--- src/rtl/int_scheduler_if.sv ---
// Register bus between the CPU and int_scheduler: select, write strobe,
// word index, write data and combinational read data.
interface int_scheduler_if;
    logic        sel;
    logic        we;
    logic [1:0]  addr;
    logic [31:0] wdata;
    logic [31:0] rdata;

    modport master (output sel, we, addr, wdata, input rdata);
    modport slave  (input sel, we, addr, wdata, output rdata);
endinterface

--- src/rtl/int_scheduler.sv ---
// Six-source interrupt scheduler: per-source edge/level pending, fixed priority
// (bit 0 highest), ACTIVE/INSERVICE handshake with the CPU. Define IRQ_SYNC_EN
// to put a 2-flop synchroniser in front of the sources.

module int_pend_bit (
    input  logic clk,
    input  logic reset,
    input  logic samp,
    input  logic mode,
    input  logic clr,
    output logic pend
);
    logic prev;

    // Edge mode: a rising sample beats a clear in the same cycle.
    always_ff @(posedge clk or posedge reset) begin
        if (reset) begin
            prev <= 1'b0;
            pend <= 1'b0;
        end else begin
            prev <= samp;
            if (mode) pend <= (samp & ~prev) | (pend & ~clr);
            else      pend <= samp;
        end
    end
endmodule

module int_scheduler (
    input  logic              clk,
    input  logic              reset,
    input  logic [5:0]        irq_in,
    input  logic              int_ack,
    int_scheduler_if.slave    bus,
    output logic [5:0]        HWInt
);
    localparam int NSRC = 6;

    localparam logic [1:0] S_IDLE      = 2'd0;
    localparam logic [1:0] S_ACTIVE    = 2'd1;
    localparam logic [1:0] S_INSERVICE = 2'd2;

    logic [NSRC-1:0] enable, mode, pend, samp, cand, clr;
    logic [1:0]      state, state_nxt;
    logic [2:0]      grant_id, grant_nxt, winner;
    logic            wr, eoi, w1c, grant_valid, any_cand;
    logic [31:0]     rdata;
    logic [25:0]     unused_wdata;

`ifdef IRQ_SYNC_EN
    logic [NSRC-1:0] sync1, sync2;

    always_ff @(posedge clk or posedge reset) begin
        if (reset) begin
            sync1 <= '0;
            sync2 <= '0;
        end else begin
            sync1 <= irq_in;
            sync2 <= sync1;
        end
    end
    assign samp = sync2;
`else
    assign samp = irq_in;
`endif

    assign wr           = bus.sel & bus.we;
    assign eoi          = wr & (bus.addr == 2'd3);
    assign w1c          = wr & (bus.addr == 2'd2);
    assign unused_wdata = bus.wdata[31:6];

    // Scheduling always sees the pre-write ENABLE/PEND.
    assign cand     = pend & enable;
    assign any_cand = |cand;

    always_comb begin
        winner = 3'd0;
        for (int i = NSRC - 1; i >= 0; i--)
            if (cand[i]) winner = 3'(i);
    end

    always_comb begin
        clr = w1c ? bus.wdata[NSRC-1:0] : '0;
        if (eoi && state == S_INSERVICE) clr = clr | (6'b1 << grant_id);
    end

    genvar g;
    generate
        for (g = 0; g < NSRC; g++) begin : g_src
            int_pend_bit u_pend (
                .clk   (clk),
                .reset (reset),
                .samp  (samp[g]),
                .mode  (mode[g]),
                .clr   (clr[g]),
                .pend  (pend[g])
            );
        end
    endgenerate

    always_ff @(posedge clk or posedge reset) begin
        if (reset) begin
            enable <= '0;
            mode   <= '0;
        end else if (wr) begin
            if (bus.addr == 2'd0) enable <= bus.wdata[NSRC-1:0];
            if (bus.addr == 2'd1) mode   <= bus.wdata[NSRC-1:0];
        end
    end

    // int_ack outranks preemption; EOI only matters in service.
    always_comb begin
        state_nxt = state;
        grant_nxt = grant_id;
        case (state)
            S_IDLE: begin
                if (any_cand) begin
                    state_nxt = S_ACTIVE;
                    grant_nxt = winner;
                end
            end
            S_ACTIVE: begin
                if (int_ack)        state_nxt = S_INSERVICE;
                else if (!any_cand) state_nxt = S_IDLE;
                else                grant_nxt = winner;
            end
            S_INSERVICE: begin
                if (eoi) state_nxt = S_IDLE;
            end
            default: state_nxt = S_IDLE;
        endcase
    end

    always_ff @(posedge clk or posedge reset) begin
        if (reset) begin
            state    <= S_IDLE;
            grant_id <= 3'd0;
        end else begin
            state    <= state_nxt;
            grant_id <= grant_nxt;
        end
    end

    assign grant_valid = (state == S_ACTIVE) || (state == S_INSERVICE);
    assign HWInt       = (state == S_ACTIVE) ? (6'b1 << grant_id) : 6'b0;

    always_comb begin
        rdata = '0;
        case (bus.addr)
            2'd0: rdata[NSRC-1:0] = enable;
            2'd1: rdata[NSRC-1:0] = mode;
            2'd2: rdata[NSRC-1:0] = pend;
            2'd3: rdata[5:0]      = {state, grant_valid, grant_id};
            default: rdata = '0;
        endcase
    end
    assign bus.rdata = rdata;
endmodule

--- src/flat_wrapper.sv ---
// flat-port wrapper written by rule: the top's interface ports become plain ports
module int_scheduler_flat 
  (clk, reset, irq_in, int_ack, HWInt, bus_sel, bus_we, bus_addr, bus_wdata, bus_rdata);
  int_scheduler_if bus_i ();
  input  logic clk;
  input  logic reset;
  input  logic [5:0] irq_in;
  input  logic int_ack;
  output logic [5:0] HWInt;
  input wire logic [$bits(bus_i.sel)-1:0] bus_sel;
  input wire logic [$bits(bus_i.we)-1:0] bus_we;
  input wire logic [$bits(bus_i.addr)-1:0] bus_addr;
  input wire logic [$bits(bus_i.wdata)-1:0] bus_wdata;
  output wire logic [$bits(bus_i.rdata)-1:0] bus_rdata;
  assign bus_i.sel = bus_sel;
  assign bus_i.we = bus_we;
  assign bus_i.addr = bus_addr;
  assign bus_i.wdata = bus_wdata;
  assign bus_rdata = bus_i.rdata;
  int_scheduler u_core (.clk(clk), .reset(reset), .irq_in(irq_in), .int_ack(int_ack), .bus(bus_i), .HWInt(HWInt));
endmodule
--- config.mk ---
export PLATFORM = sky130hd
export DESIGN_NAME = int_scheduler_flat
export DESIGN_NICKNAME = d
export VERILOG_FILES = /design/src/rtl/int_scheduler_if.sv /design/src/rtl/int_scheduler.sv /design/src/flat_wrapper.sv
export SDC_FILE = /design/constraint.sdc
export NUM_CORES = 1
export LEC_CHECK = 0
export CAP_MARGIN = 20
export CORE_MARGIN = 1.5
export CORE_UTILIZATION = 41
export DETAILED_ROUTE_END_ITERATION = 6
export GPL_ROUTABILITY_DRIVEN = 0
export GPL_TIMING_DRIVEN = 0
export PLACE_DENSITY = 0.86
export RECOVER_POWER = 50
export SYNTH_ARGS = -nofsm -noshare
export SYNTH_HDL_FRONTEND = slang
export SYNTH_SLANG_ARGS = --single-unit
--- constraint.sdc ---
create_clock -name clk -period 2.5 [get_ports clk]
set_input_delay 0.25 -clock clk [delete_from_list [all_inputs] [get_ports clk]]
set_output_delay 0.25 -clock clk [all_outputs]
set_load 0.03 [all_outputs]
==> flow_summary.yaml, run 1 <==
clock_network:
  clock_latency_ps: 280
  cts_tree: "built"
  cts_buffer_depth: 2
  path_clk_slew_ps: 60
  clock-sinks: 29
  cts_root_buf: "clkbuf_8"
  numCtsBuffers: 5
  htree_levels: 2
timing:
  finalHoldViolCount: 0
  max_freq_mhz: 431.6
  finalCritPeriodShare_pct: 92.67
  setup_viol: 0
  slew_headroom_pct: 16.68
  finalCriticalPeriod_ps: 2317
  worst_pin_slew_ps: 1250
  rsz0062_at_grt: "false"
  drv_slew: 0
  skew_ps: 4.578
  fin_setup_tns_ps: 0
drt:
  wl_mm: 3.707
  vias_per_cell: 4.877
  drt_iter0_markers: 57
  wl_per_cell_um: 13.38
  num_vias: 1351
  drc_errors: 0
  ant_nets: 0
  drt_pass1_iterations: 4
setup_path:
  arrival_ps: 2070
  ff2ff_setup_slack_ps: 520
  crit_path_end_kind: "output pin"
  crit_path_start_kind: "flop"
  critPathRequiredTime_ps: 2250
  critPathKind: "reg2out"
  critical_path_peak_fanout: 8
layout:
  antenna_cells: 0
  finalNetCount: 275
  final_cell_mix: "29 x dfrtp_1, 26 x buf_4, 26 x conb_1"
  synthToLayoutAreaGrowth_pct: 29.60
  drive_gt1_share_pct: 24.23
  mostFrequentLayoutCell: "dfrtp_1"
logic_synthesis:
  synth_cell_types: 40
  synth_edf_count: 0
  yosys-top-cells-area: "dfrtp_1 41%, buf_4 11%, mux4_2 6.4%, nand2_1 4.2%, mux2_1 3.8%"
  seq_area_frac_synth_pct: 41.08
  ys_ff_latch: 29
  synth.top_cell.area_share_pct: 41.08
  synth_flop_cell: "dfrtp_1"
  avgSynthCellArea_um2: 10.64
  synth_top_area_cell: "dfrtp_1"
  syn_inst: 166
  syn-cell-area_um2: 1767
  ys_warn_count: 0
  async_reset_ff_share_pct: 100.0
die:
  core_area_um2: 4058
  start_util_pct: 43.54
  ios: 83
  die-width_um: 68.65
  num_rows: 23
  die-height_um: 68.65
  die_area_um2: 4712
status:
  status: "finished, final reports clean"
global_routing:
  grt_max_degree: 30
  grt_overflow: 0
  globalRouteTotalUtil_pct: 17.41
  antenna_found_initial: 0
  grt_pass1_wl_mm: 5.775
  grt_pass1_vias: 1248
run:
  drv_cap: 0
power_and_ir_drop:
  design_power_total_w: 0.001925
  power_frac_comb_pct: 45.6
  power_frac_seq_pct: 35.5
  p_sw_share_pct: 39.49
  p_leak_nw: 1.113
  power_frac_clock_pct: 18.9
  p_int_w: 0.001165
  peakVddDrop_v: 0.0004159
  p_switching_w: 0.0007601
  power.density_nw_per_um2: 840.6
placed_design:
  dp_hpwl_mm: 2.784
  port_buffers: 28
hold_path:
  hold_class: "in2async"
-- worst paths after layout --
check	from	to	cells after the start
hold / removal	reset	u_core.mode[5]	2
min in group clk	irq_in[1]	u_core.g_src[1].u_pend.prev	1
setup / recovery	u_core.state[1]	HWInt[3]	5
setup reg to reg	u_core.state[1]	u_core.state[0]	6
max in group asynchronous	reset	u_core.g_src[3].u_pend.pend	3
hold reg to reg	u_core.mode[0]	u_core.mode[0]	1
-- cells by family after synthesis --
logic type,Yosys count,share of synthesized area (%)
AND/OR/NAND/NOR,47,13.24
flip-flops,29,41.08
other,1,0.2123
AO/OA/AOI/OAI,28,12.47
multiplexers,19,16.36
buffers and inverters,38,13.81
adder cells (fa/ha/maj),4,2.833
-- power by group through the flow --
| stage | clock network (W) | registers, W | logic [W] |
|---|---|---|---|
| after floorplan | 0 | 0.000653 | 0.000671 |
| after global placement | 0 | 0.000678 | 0.000864 |
| after detailed placement | 0 | 0.000688 | 0.000886 |
| after CTS | 0.000372 | 0.000680 | 0.000880 |
| after global routing | 0.000397 | 0.000698 | 0.000949 |
| final | 0.000364 | 0.000683 | 0.000878 |
-- final cells by class --
type	instances	area (um^2)
well taps	50	62.56
clock inverters	2	10.01
repair buffers	29	287.8
multi-input cells	124	890.9
clock buffers	6	72.57
plain buffers	31	216.5
flip-flops and latches	29	725.7
fillers	360	1768
inverters	6	23.77
-- per-stage QoR --
| stage | utilization [%] | std cells | worst slack, ps | cell area (um^2) | hold WS, ps |
|---|---|---|---|---|---|
| 2_1_floorplan | - | 191 | 505.8 | 1861 | 281.4 |
| 3_3_place_gp | 54.30 | 269 | 235.3 | 2203 | 524.3 |
| 3_5_place_dp | 54.30 | 269 | 185.7 | 2203 | 535.3 |
| 4_1_cts | 56.24 | 277 | 8.246 | 2282 | 429.8 |
| 5_1_grt | 56.43 | 277 | 49.54 | 2290 | 370.6 |
| 6_report | 56.43 | 277 | 183.3 | 2290 | 330.7 |
-- worst max-delay path, cell delays in order, from the launching register on --
cell             delay (ps)
dfrtp_1                 430
inv_1                   140
ha_1                    330
nand2_1                 110
nor2_1                   90
clkdlybuf4s50_1         670
-- Yosys cell counts (all sizes together), types with 3 or more instances --
cell    number
a21o         3
a21oi        7
a22o         7
buf         28
clkbuf       4
dfrtp       29
ha           4
inv          5
mux2        13
mux4         6
nand2       20
nand2b       3
nand3        4
nor2         6
nor3         6
o21ai        3
-- layer usage --
metal / GRT usage [%] / vias to the layer above / routed length [um]
met1: 20.92 / 648 / 1522
met3: 4.383 / 6 / 203
met4: 7.250 / 0 / 59
li1: - / 658 / -
met2: 29.57 / 39 / 1921
met5: 0 / - / 0
-- flip-flops by register name, summed over array words and instances (netlist names) --
name	cells
u_core.g_src.u_pend.prev	6
u_core.state	2
u_core.mode	6
u_core.grant_id	3
u_core.g_src.u_pend.pend	6
u_core.enable	6
-- repair_timing --
item,4_1_cts,5_1_grt
hold buffers,0,0
setup buffers,0,0
endpoints found under the setup margin,3,5
gates cloned,0,0
pin swaps,0,0
gates resized for setup,3,3
hold endpoints to repair,0,0
Note: power is estimated with default switching activity, not from simulation.
==> run 2: changes to the inputs <==
--- a/config.mk
+++ b/config.mk
@@ -14,3 +14,3 @@
 export PLACE_DENSITY = 0.86
-export RECOVER_POWER = 50
+export SLEW_MARGIN = 40
 export SYNTH_ARGS = -nofsm -noshare
--- a/constraint.sdc
+++ b/constraint.sdc
@@ -3,2 +3,2 @@
 set_output_delay 0.25 -clock clk [all_outputs]
-set_load 0.03 [all_outputs]
+set_load 0.02 [all_outputs]
==> flow_summary.yaml, run 2 (synthesized netlist as in run 1, its figures left out) <==
status:
  status: "finished, final reports clean"
setup_path:
  arrival_ps: 2160
  crit_end: "bus_rdata[3]"
  critical_path_peak_fanout: 4
  r2r_end: "u_core.state[0]"
  reg2reg_depth: 6
  critPathRequiredTime_ps: 2250
  crit_path_start_kind: "flop"
  r2r_start: "u_core.state[1]"
  critPathKind: "reg2out"
  ff2ff_setup_slack_ps: 520
  crit_path_end_kind: "output pin"
  startpoint: "u_core.state[1]"
clock_network:
  cts_tree: "built"
  cts_root_buf: "clkbuf_8"
  path_clk_slew_ps: 60
  htree_levels: 2
  post_cts_buffers: 0
  cts_buffer_depth: 2
  clock_latency_ps: 280
  numCtsBuffers: 5
  clock-sinks: 29
  hold_buffers: 0
timing:
  fin_setup_tns_ps: 0
  finalCritPeriodShare_pct: 96.44
  skew_ps: 4.572
  rsz0062_at_grt: "false"
  max_freq_mhz: 414.8
  finalHoldViolCount: 0
  hold-worst-slack_ps: 360.0
  worst_pin_slew_ps: 848.7
  slew_headroom_pct: 42.98
  drv_slew: 0
  finalCriticalPeriod_ps: 2411
  setup_viol: 0
drt:
  drt_iter0_markers: 55
  drt_pass1_iterations: 4
  num_vias: 1364
  wl_per_cell_um: 13.40
  ant_nets: 0
  wl_mm: 3.698
  drc_errors: 0
  vias_per_cell: 4.942
layout:
  synthToLayoutAreaGrowth_pct: 29.46
  mostFrequentLayoutCell: "dfrtp_1"
  antenna_cells: 0
  instances_no_fill: 276
  finalNetCount: 274
  drive_gt1_share_pct: 25.22
  final_cell_area_um2: 2287
  final_cell_mix: "29 x dfrtp_1, 27 x clkdlybuf4s50_1, 26 x buf_4, 26 x conb_1, 20 x nand2_1"
placed_design:
  dpl_cell_area_um2: 2203
  dp_cells: 269
  port_buffers: 28
  dp_hpwl_mm: 2.784
global_routing:
  grt_overflow: 0
  grt_pass1_wl_mm: 5.789
  grt_max_degree: 30
  antenna_found_initial: 0
  globalRouteTotalUtil_pct: 17.45
  grt_pass1_vias: 1244
die:
  start_util_pct: 43.54
  ios: 83
  die-height_um: 68.65
  num_rows: 23
  core_area_um2: 4058
  die-width_um: 68.65
  die_area_um2: 4712
hold_path:
  hold_class: "in2async"
power_and_ir_drop:
  power.density_nw_per_um2: 822.7
  p_leak_nw: 1.066
  peakVddDrop_v: 0.0004194
run:
  drv_cap: 0
-- run 2: cell count changes in the layout (fill, tap and decap cells not counted), moves of 2 or more --
| cell | delta |
|---|---|
| dlygate4sd3_1 | -7 |
| clkdlybuf4s50_1 | +12 |
| dlygate4sd2_1 | -3 |
| dlymetal6s2s_1 | -2 |
-- run 2: layout make-up --
cell class              instances  area (um^2)
fillers                       359         1770
multi-input cells             124        893.4
flip-flops and latches         29        725.7
repair buffers                 28        282.8
plain buffers                  31        216.5
clock buffers                   6        72.57
well taps                      50        62.56
inverters                       6        23.77
clock inverters                 2        10.01
-- run 2: worst min path at each step --
stage                                start                     endpoint  slack, ps  depth (start not counted)
5_1_grt                          irq_in[1]  u_core.g_src[1].u_pend.prev        430                          1
2_1_floorplan                    irq_in[0]  u_core.g_src[0].u_pend.prev        280                          0
4_1_cts                              reset               u_core.mode[2]        370                          2
6_report                             reset              u_core.state[1]        360                          2
3_5_place_dp   u_core.g_src[0].u_pend.prev  u_core.g_src[0].u_pend.pend        540                          2
3_3_place_gp   u_core.g_src[0].u_pend.prev  u_core.g_src[0].u_pend.pend        520                          2
-- run 2: critical path, cell delays in order (launching register included) --
cell	delay, ps
dfrtp_1	420
inv_1	120
ha_1	300
mux4_2	490
clkdlybuf4s50_1	550
-- run 2: layer usage --
metal	GRT usage (%)	part of all wire, %	vias up
met5	0	0	-
met4	7.250	1.6	0
li1	-	-	656
met2	29.57	53	50
met1	21.02	39	652
met3	4.383	6.2	6
-- run 2: through the flow --
step	power [W]	util (%)	worst slack, ps
floorplan	0.001265	-	678.7
global placement	0.001485	54.30	301.9
detailed placement	0.001517	54.30	252.3
CTS	0.001884	56.24	46.75
global route	0.002004	56.37	10.73
finish	0.001882	56.37	89.11
-- run 2: report_power, final --
group / switching [W] / internal [W]
Clock: 0.000173 / 0.000192
Sequential: 0.000107 / 0.000574
Combinational: 0.000422 / 0.000413
Total: 0.000702 / 0.00118
-- run 2: repair_timing --
item                                    in CTS  in global routing
gates resized for setup                      0                  2
cloned                                       0                  0
pin swaps                                    0                  0
endpoints found under the setup margin       1                  2
==> run 3: changes to the inputs <==
Settings changed: CORE_UTILIZATION 41 to 42, PLACE_DENSITY 0.86 to 0.87, SYNTH_HIERARCHICAL set to 1.
==> flow_summary.yaml, run 3 <==
logic_synthesis:
  synth.top_cell.area_share_pct: 40.03
  synth_top_area_cell: "dfrtp_1"
  netlist_top_cells_count: "29 x dfrtp_1, 26 x buf_4, 26 x nand2_1"
  avgSynthCellArea_um2: 10.60
  async_reset_ff_share_pct: 100.0
  synth_flop_cell: "dfrtp_1"
  synth_edf_count: 0
  yosys-top-cells-area: "dfrtp_1 40%, buf_4 11%, mux2_2 7.5%, mux4_2 6.2%, nand2_1 5.4%"
  seq_area_frac_synth_pct: 40.03
  ys_ff_latch: 29
  ys_warn_count: 6
  synth_most_common_cell: "dfrtp_1"
  syn_inst: 171
  syn-cell-area_um2: 1813
  synth_cell_types: 35
die:
  die-height_um: 68.70
  die-width_um: 68.70
  die_area_um2: 4720
  start_util_pct: 44.37
  num_rows: 23
  ios: 83
  core_area_um2: 4086
layout:
  drive_gt1_share_pct: 28.14
  instances_no_fill: 281
  antenna_cells: 0
  final-seq-area_um2: 725.7
  multi_input_area_um2: 912.1
  finalNetCount: 280
  synthToLayoutAreaGrowth_pct: 28.99
  final_cell_mix: "29 x dfrtp_1, 27 x clkdlybuf4s50_1, 26 x nand2_1, 26 x buf_4, 26 x conb_1"
  final_cell_area_um2: 2338
  n_fill_cell: 344
  mostFrequentLayoutCell: "dfrtp_1"
clock_network:
  cts_tree: "built"
  clock_latency_ps: 280
  clock-sinks: 29
  post_cts_buffers: 0
  numCtsBuffers: 5
  cts_root_buf: "clkbuf_8"
  cts_buffer_depth: 2
  htree_levels: 2
  path_clk_slew_ps: 60
drt:
  drt_pass1_iterations: 4
  wl_mm: 3.657
  num_vias: 1389
  drc_errors: 0
  wl_per_cell_um: 13.01
  drt_iter0_markers: 96
  ant_nets: 0
  vias_per_cell: 4.943
timing:
  drv_slew: 0
  fin_setup_tns_ps: 0
  skew_ps: 2.938
  max_freq_mhz: 417.0
  finalHoldViolCount: 0
  setup_viol: 0
  hold-worst-slack_ps: 358.1
  finalCritPeriodShare_pct: 95.92
  rsz0062_at_grt: "false"
  finalCriticalPeriod_ps: 2398
  worst_pin_slew_ps: 680.5
  slew_headroom_pct: 54.53
placed_design:
  dp_cells: 274
  dp_hpwl_mm: 2.903
  dpl_cell_area_um2: 2250
  port_buffers: 28
setup_path:
  crit_path_start_kind: "flop"
  critPathRequiredTime_ps: 2250
  critical_path_peak_fanout: 4
  crit_path_end_kind: "output pin"
  ff2ff_setup_slack_ps: 610
  critPathKind: "reg2out"
  arrival_ps: 2150
global_routing:
  grt_overflow: 0
  grt_pass1_vias: 1235
  globalRouteTotalUtil_pct: 17.27
  grt_max_degree: 18
  antenna_found_initial: 0
  grt_pass1_wl_mm: 5.809
hold_path:
  hold_class: "in2async"
power_and_ir_drop:
  power.density_nw_per_um2: 809.6
  peakVddDrop_v: 0.0003336
  p_leak_nw: 1.091
  design_power_total_w: 0.001893
status:
  status: "finished, final reports clean"
run:
  drv_cap: 0
==> run 3: cell types whose count changed in the layout (fill, tap and decap cells not counted), moves of 3 or more <==
cell	change
mux2_2	+6
mux2_1	-6
nand2_1	+6
o2bb2ai_2	+6
a32o_1	+3
nand3_1	-4
a22o_1	-3
a21oi_1	-4
inv_1	+10
==> run 3: routing by layer <==
| metal | track usage, % | vias up | part of all wire (%) |
|---|---|---|---|
| met4 | 5.882 | 0 | 1.4 |
| li1 | - | 669 | - |
| met5 | 0 | - | 0 |
| met1 | 22.67 | 645 | 42 |
| met2 | 28.00 | 68 | 49 |
| met3 | 4.221 | 7 | 7.4 |
==> run 3: final cells by class <==
| type | instances | area share (%) |
|---|---|---|
| buffer | 31 | 9.417 |
| clock buffer | 7 | 3.692 |
| inverter | 13 | 2.087 |
| multi-input combinational | 123 | 39.00 |
| sequential | 29 | 31.03 |
| tap | 50 | 2.675 |
| timing repair buffer | 28 | 12.09 |
==> run 3: through the flow <==
step	util, %	setup WS, ps
floorplan	-	745.8
global placement	55.05	391.5
detailed placement	55.05	391.1
global route	57.23	21.14
CTS	57.16	77.37
finish	57.23	102.1
==> run 3: final timing paths <==
path,startpoint,endpoint,cells after the start
setup / recovery,u_core/state[1],bus_rdata[3],4
hold / removal,reset,u_core/g_src[3].u_pend/prev,2
setup reg to reg,u_core/state[1],u_core/state[0],6
hold reg to reg,u_core/g_src[2].u_pend/prev,u_core/g_src[2].u_pend/pend,2
max in group asynchronous,reset,u_core/grant_id[0],2
min in group clk,irq_in[1],u_core/g_src[1].u_pend/prev,1
==> run 3: cell families (layout without fill, tap and decap cells) <==
logic type / count (synthesis) / count (layout) / share of synthesized area, %
adder cells (fa/ha/maj): 4 / 4 / 2.761
other: 1 / 26 / 0.2068
multiplexers: 19 / 19 / 15.94
AO/OA/AOI/OAI: 27 / 27 / 14.29
flip-flops: 29 / 29 / 40.03
AND/OR/NAND/NOR: 47 / 47 / 11.94
buffers and inverters: 44 / 79 / 14.84
==> run 3: worst max-delay path: stages, from the launching register on <==
cell             delay, ps
dfrtp_1                420
inv_1                  120
ha_1                   300
mux4_2                 480
clkdlybuf4s50_1        550
==> run 3: report_power, final <==
part | internal, W | total, W | switching (W)
clock network | 0.000217 | 0.000375 | 0.000158
registers | 0.000575 | 0.000677 | 0.000102
logic | 0.000406 | 0.000841 | 0.000435
total | 0.00120 | 0.00189 | 0.000695
==> run 3: repair_timing <==
item                       4_1_cts  5_1_grt
setup endpoints to repair        0        1
hold buffers                     0        0
resized for setup                0        1
